**src/rtl/dram_ctrl_pkg.sv**
```systemverilog
// Shared types and constants for the DRAM arbiter slice:
// FSM state encoding, word size and default bus widths.
package dram_ctrl_pkg;

    typedef enum logic [1:0] {
        IDLE,
        BURST,
        DRAIN
    } state_e;

    localparam int WORD_BYTES     = 4;
    localparam int DEF_NUM_REQ    = 3;
    localparam int DEF_ADDR_WIDTH = 20;
    localparam int DEF_DATA_WIDTH = 32;
    localparam int DEF_LEN_WIDTH  = 8;

endpackage

```
**src/rtl/rr_arbiter.sv**
```systemverilog
// Combinational round-robin picker: highest priority at i_ptr, rotating up.
// Ports: i_req (request vector), i_ptr (start index),
//        o_gnt (one-hot grant, 0 if no request), o_idx (grant index).
module rr_arbiter #(
    parameter int NUM_REQ = 3,
    parameter int PW      = $clog2(NUM_REQ)
) (
    input  logic [NUM_REQ-1:0] i_req,
    input  logic [PW-1:0]      i_ptr,
    output logic [NUM_REQ-1:0] o_gnt,
    output logic [PW-1:0]      o_idx
);

    logic w_found;
    int   w_k;

    // First pass covers [ptr, N-1], second pass wraps to [0, N-1].
    always_comb begin
        w_found = 1'b0;
        w_k     = 0;
        for (int j = 0; j < NUM_REQ; j++) begin
            if (!w_found && i_req[j] && (j >= int'(i_ptr))) begin
                w_found = 1'b1;
                w_k     = j;
            end
        end
        for (int j = 0; j < NUM_REQ; j++) begin
            if (!w_found && i_req[j]) begin
                w_found = 1'b1;
                w_k     = j;
            end
        end
        o_idx = PW'(w_k);
        o_gnt = w_found ? (NUM_REQ'(1) << w_k) : '0;
    end

endmodule

```
**src/rtl/dram_arbiter.sv**
```systemverilog
// Round-robin burst arbiter sharing one single-port DRAM between NUM_REQ
// requesters. Ports: per-requester cmd_* / w* / rvalid / done, shared rdata,
// and the dram_* interface (1-cycle registered read on dram_dout).
module dram_arbiter
    import dram_ctrl_pkg::*;
#(
    parameter int NUM_REQ    = DEF_NUM_REQ,
    parameter int ADDR_WIDTH = DEF_ADDR_WIDTH,
    parameter int DATA_WIDTH = DEF_DATA_WIDTH,
    parameter int LEN_WIDTH  = DEF_LEN_WIDTH
) (
    input  logic                            clk,
    input  logic                            rst_n,
    input  logic [NUM_REQ-1:0]              cmd_valid,
    output logic [NUM_REQ-1:0]              cmd_ready,
    input  logic [NUM_REQ-1:0]              cmd_we,
    input  logic [NUM_REQ*ADDR_WIDTH-1:0]   cmd_addr,
    input  logic [NUM_REQ*LEN_WIDTH-1:0]    cmd_len,
    input  logic [NUM_REQ-1:0]              wvalid,
    output logic [NUM_REQ-1:0]              wready,
    input  logic [NUM_REQ*DATA_WIDTH-1:0]   wdata,
    output logic [NUM_REQ-1:0]              rvalid,
    output logic [DATA_WIDTH-1:0]           rdata,
    output logic [NUM_REQ-1:0]              done,
    output logic                            dram_we,
    output logic [ADDR_WIDTH-1:0]           dram_addr,
    output logic [DATA_WIDTH-1:0]           dram_din,
    input  logic [DATA_WIDTH-1:0]           dram_dout
);

    localparam int PW = $clog2(NUM_REQ);

    logic [ADDR_WIDTH-1:0] w_addr  [NUM_REQ];
    logic [LEN_WIDTH-1:0]  w_len   [NUM_REQ];
    logic [DATA_WIDTH-1:0] w_wdata [NUM_REQ];

    for (genvar i = 0; i < NUM_REQ; i++) begin : g_unpack
        assign w_addr[i]  = cmd_addr[i*ADDR_WIDTH +: ADDR_WIDTH];
        assign w_len[i]   = cmd_len[i*LEN_WIDTH +: LEN_WIDTH];
        assign w_wdata[i] = wdata[i*DATA_WIDTH +: DATA_WIDTH];
    end

    state_e                r_state;
    logic [PW-1:0]         r_ptr;
    logic [PW-1:0]         r_gidx;
    logic                  r_we;
    logic [ADDR_WIDTH-1:0] r_cur;
    logic [LEN_WIDTH-1:0]  r_rem;
    logic [ADDR_WIDTH-1:0] r_addr_q;
    logic [DATA_WIDTH-1:0] r_din_q;
    logic                  r_rvalid;

    logic [NUM_REQ-1:0]    w_gnt;
    logic [PW-1:0]         w_idx;
    logic [NUM_REQ-1:0]    w_oh;
    logic                  w_accept;
    logic                  w_issue;
    logic                  w_last;
    logic [PW-1:0]         w_ptr_nxt;

    rr_arbiter #(
        .NUM_REQ (NUM_REQ),
        .PW      (PW)
    ) u_rr (
        .i_req (cmd_valid),
        .i_ptr (r_ptr),
        .o_gnt (w_gnt),
        .o_idx (w_idx)
    );

    assign w_oh      = NUM_REQ'(1) << r_gidx;
    assign w_accept  = (r_state == IDLE) && (|cmd_valid);
    // A read beat issues every BURST cycle; a write beat only with wvalid.
    assign w_issue   = (r_state == BURST) && (!r_we || wvalid[r_gidx]);
    assign w_last    = w_issue && (r_rem == LEN_WIDTH'(1));
    assign w_ptr_nxt = (w_idx == PW'(NUM_REQ - 1)) ? '0 : w_idx + PW'(1);

    always_ff @(posedge clk or negedge rst_n) begin
        if (!rst_n) begin
            r_state  <= IDLE;
            r_ptr    <= '0;
            r_gidx   <= '0;
            r_we     <= 1'b0;
            r_cur    <= '0;
            r_rem    <= '0;
            r_addr_q <= '0;
            r_din_q  <= '0;
            r_rvalid <= 1'b0;
        end else begin
            r_rvalid <= w_issue && !r_we;
            unique case (r_state)
                IDLE: begin
                    if (w_accept) begin
                        r_gidx  <= w_idx;
                        r_we    <= cmd_we[w_idx];
                        r_cur   <= w_addr[w_idx] & ~ADDR_WIDTH'(WORD_BYTES - 1);
                        r_rem   <= w_len[w_idx];
                        r_ptr   <= w_ptr_nxt;
                        r_state <= (w_len[w_idx] != '0) ? BURST : DRAIN;
                    end
                end
                BURST: begin
                    if (w_issue) begin
                        r_cur    <= r_cur + ADDR_WIDTH'(WORD_BYTES);
                        r_rem    <= r_rem - LEN_WIDTH'(1);
                        r_addr_q <= r_cur;
                        if (r_we) begin
                            r_din_q <= w_wdata[r_gidx];
                        end
                    end
                    if (w_last) begin
                        r_state <= DRAIN;
                    end
                end
                DRAIN: begin
                    r_state <= IDLE;
                end
                default: begin
                    r_state <= IDLE;
                end
            endcase
        end
    end

    // rst_n gate keeps cmd_ready low while reset is held with cmd_valid up.
    assign cmd_ready = (w_accept && rst_n) ? w_gnt : '0;
    assign wready    = ((r_state == BURST) && r_we) ? w_oh : '0;
    assign rvalid    = r_rvalid ? w_oh : '0;
    assign rdata     = r_rvalid ? dram_dout : '0;
    assign done      = (r_state == DRAIN) ? w_oh : '0;
    assign dram_we   = w_issue && r_we;
    // Address/data are live while a beat issues, otherwise hold last value.
    assign dram_addr = w_issue ? r_cur : r_addr_q;
    assign dram_din  = (w_issue && r_we) ? w_wdata[r_gidx] : r_din_q;

endmodule
```
**config.mk**
```make
export PLATFORM = sky130hd
export DESIGN_NAME = dram_arbiter
export DESIGN_NICKNAME = d
export VERILOG_FILES = /design/src/rtl/dram_ctrl_pkg.sv /design/src/rtl/rr_arbiter.sv /design/src/rtl/dram_arbiter.sv
export SDC_FILE = /design/constraint.sdc
export NUM_CORES = 1
export LEC_CHECK = 0
export CAP_MARGIN = 20
export CORE_AREA = 2 2 125 127
export CTS_CLUSTER_SIZE = 40
export DETAILED_ROUTE_END_ITERATION = 8
export DIE_AREA = 0 0 127 129
export PLACE_DENSITY = 0.89
export SYNTH_ARGS = -nofsm -noshare
export SYNTH_HDL_FRONTEND = slang
export SYNTH_SLANG_ARGS = --single-unit
```
**constraint.sdc**
```tcl
create_clock -name clk -period 3.5 [get_ports clk]
set_input_delay 0.7 -clock clk [delete_from_list [all_inputs] [get_ports clk]]
set_output_delay 0.7 -clock clk [all_outputs]
set_load 0.05 [all_outputs]
```
==> results.toml <==
[global_routing]
grt_pass1_vias = 6019
grt_pass1_wl_um = 31300
grt-ovfl-total = 0
antenna_found_initial = 2
groute.usage.overall = 0.242
grt_max_degree = 97

[final_layout]
final_cell_mix = "clkdlybuf4s50_1, o21ai_0, dfrtp_1, nand2_1, a21oi_1"
final_area_um2 = 9460
drive_gt1_frac = 0.135
final_common_cell = "clkdlybuf4s50_1"
syn_to_final_growth_pct = 70.8
final_cells = 1144
layout.nets = 1176

[clock_network]
tritoncts = "built"
postCtsHoldBufs = 0
cts-resized-gates = 0
clk_path_buf_depth = 2
ctsRootBufferMaster = "clkbuf_16"
post_cts_buffers = 0
cts_htree_levels = 3
cts.reportedPaths.clkPinSlew_ns = 0.07
clk_latency_ns = 0.35
cts_made_buffers = 9
cts.sinks = 86

[synth]
syn_area_um2 = 5540
synth-edff-count = 0
ys_types = 51
postSynthCellCount = 662
synth_nets = 888
ys.warnings.count = 0
syn_avg_cell_area_um2 = 8.37
synthArstFlopShare = 1.00
ys_ff_latch = 86
ys.flop_type = "dfrtp_1"
synth_seq_area_share = 0.389

[sta]
worst_pin_slew_ns = 0.957
setup_violations = 0
finalCriticalPeriod_ns = 3.31
whs_ns = 0.306
rsz0062_at_grt = "no"
slew_viol_final = 0
fin_setup_tns_ns = 0
slew_headroom = 0.362
fmax_mhz = 302
hold_viol = 0
finalCritPeriodShare = 0.946
fin_skew_ns = 0.0112

[critical_path]
critPathCaptureType = "output port"
crit_arrival_ns = 2.61
startpoint_type = "primary input"
worstPathMaxFanout = 96
required_ns = 2.80
slowest_delay_ns = 0.46
path_class = "primary input to output port"
cp_slowest_cell = "clkdlybuf4s50_1"
crit_chain = "clkdlybuf4s50_1, mux2i_1, o221ai_1, nand3_2, buf_12, o21ai_0, buf_12"
critPathMostFrequentCell = "buf_12"

[power_and_ir_drop]
power_mw = 10.4
peakVddDrop_uv = 524
power-per-cell-area_nw_per_um2 = 1100
power.leakage_nw = 3.91

[outcome]
status = "finished clean"

[floorplan]
die_area_um2 = 16400
die_x_um = 127
die_height_um = 129
core-area_um2 = 15000
start_util = 0.370
row_count = 45
ioPinCount = 320

[detailed_routing]
wl_um = 20000
drt_iter0_markers = 424
wl_per_cell_um = 17.5
routed_via_density = 5.44
remaining_drc_errors = 0
ant_nets = 0
firstDrtPassIters = 6
dr_total_vias = 6222

[placement]
dpl.cell_count = 1127
gp_congestion = 0.833
hpwl_um = 15300
portBuffers = 313
dpl_cell_area_um2 = 9160

[worst_hold_path]
min_path_type = "primary input to asynchronous set/reset pin"

[job]
maxCapViolCount = 0
kinds of logic (layout without fill, tap and decap cells):
kind of cell    after synthesis  count (layout)  share of synthesized area
buf+inv                      64             357                     0.0520
xor+xnor                      1               1                    0.00158
other cells                   0               1                          0
flops                        86              86                      0.389
mux                          61              61                      0.117
fa+ha+maj                     3               3                    0.00678
compound gates              218             218                      0.241
simple gates                229             229                      0.193
synth_stat cells, drive strengths merged (2+ instances only):
cell | instances | area, µm²
a222oi | 14 | 140
and2 | 39 | 244
o21ai | 90 | 454
nand2 | 81 | 304
nor4 | 3 | 18.8
a22o | 4 | 35.0
o21a | 2 | 15.0
inv | 11 | 41.3
a32oi | 4 | 35.0
o31ai | 3 | 22.5
clkbuf | 31 | 116
a21oi | 65 | 325
buf | 22 | 130
nand3b | 2 | 15.0
ha | 3 | 37.5
a31oi | 5 | 31.3
or3 | 2 | 12.5
and3 | 5 | 31.3
nand3 | 6 | 30.0
nor2b | 2 | 12.5
mux2i | 33 | 330
mux2 | 28 | 315
dfrtp | 86 | 2150
nor2 | 64 | 240
or2 | 2 | 12.5
a22oi | 2 | 15.0
o22a | 9 | 78.8
nand4 | 4 | 25.0
o2bb2ai | 2 | 23.8
nand2b | 6 | 37.5
a221oi | 6 | 52.6
a221o | 5 | 50.1
nor3 | 8 | 40.0
cell type report:
class | count | area (µm²)
Fill cell | 1210 | 5520
Timing Repair Buffer | 330 | 3620
Multi-Input combinational cell | 512 | 3110
Sequential cell | 86 | 2150
Tap cell | 188 | 235
Clock buffer | 9 | 225
Clock inverter | 7 | 72.6
Inverter | 11 | 41.3
Antenna cell | 1 | 2.50
per-layer routing:
metal | wire, µm | global-route usage
met5 | 10 | 0
met2 | 9920 | 0.421
met4 | 411 | 0.0827
met1 | 8020 | 0.296
met3 | 1670 | 0.0557
power breakdown:
part | internal, mW | switching, mW | leakage [nW] | total (mW)
registers | 1.48 | 0.383 | 1.04 | 1.87
logic | 3.03 | 4.50 | 2.72 | 7.53
clock network | 0.506 | 0.466 | 0.144 | 0.971
total | 5.02 | 5.35 | 3.91 | 10.4
metrics by stage:
stage | utilization | setup slack (ns)
after global placement | 0.612 | 0.198
after floorplan | - | 0.206
after detailed placement | 0.612 | 0.162
after global routing | 0.632 | 0.00817
after CTS | 0.631 | 0.163
final | 0.632 | 0.189
critical path: cells and delay by family:
family | cells | cell delay (ns)
compound gates | 2 | 0.76
buf+inv | 3 | 0.90
mux | 1 | 0.06
simple gates | 1 | 0.16
sequential cells by signal, indices dropped and copies added (netlist names):
name,count
r_addr_q,20
r_cur,18
r_din_q,32
r_gidx,2
r_ptr,2
r_rem,8
r_rvalid,1
r_state,2
r_we,1
final timing paths:
path,slack [ns],from,cells after the start,end
setup / recovery,0.19,wvalid[0],7,dram_din[31]
hold / removal,0.31,rst_n,1,r_din_q[18]
setup reg to reg,1.20,r_ptr[0],7,r_state[0]
hold reg to reg,0.47,r_addr_q[2],2,r_addr_q[2]
max in group asynchronous,2.14,rst_n,2,r_rem[3]
min in group clk,0.47,r_addr_q[2],2,r_addr_q[2]
(Power assumes the default switching activity.)
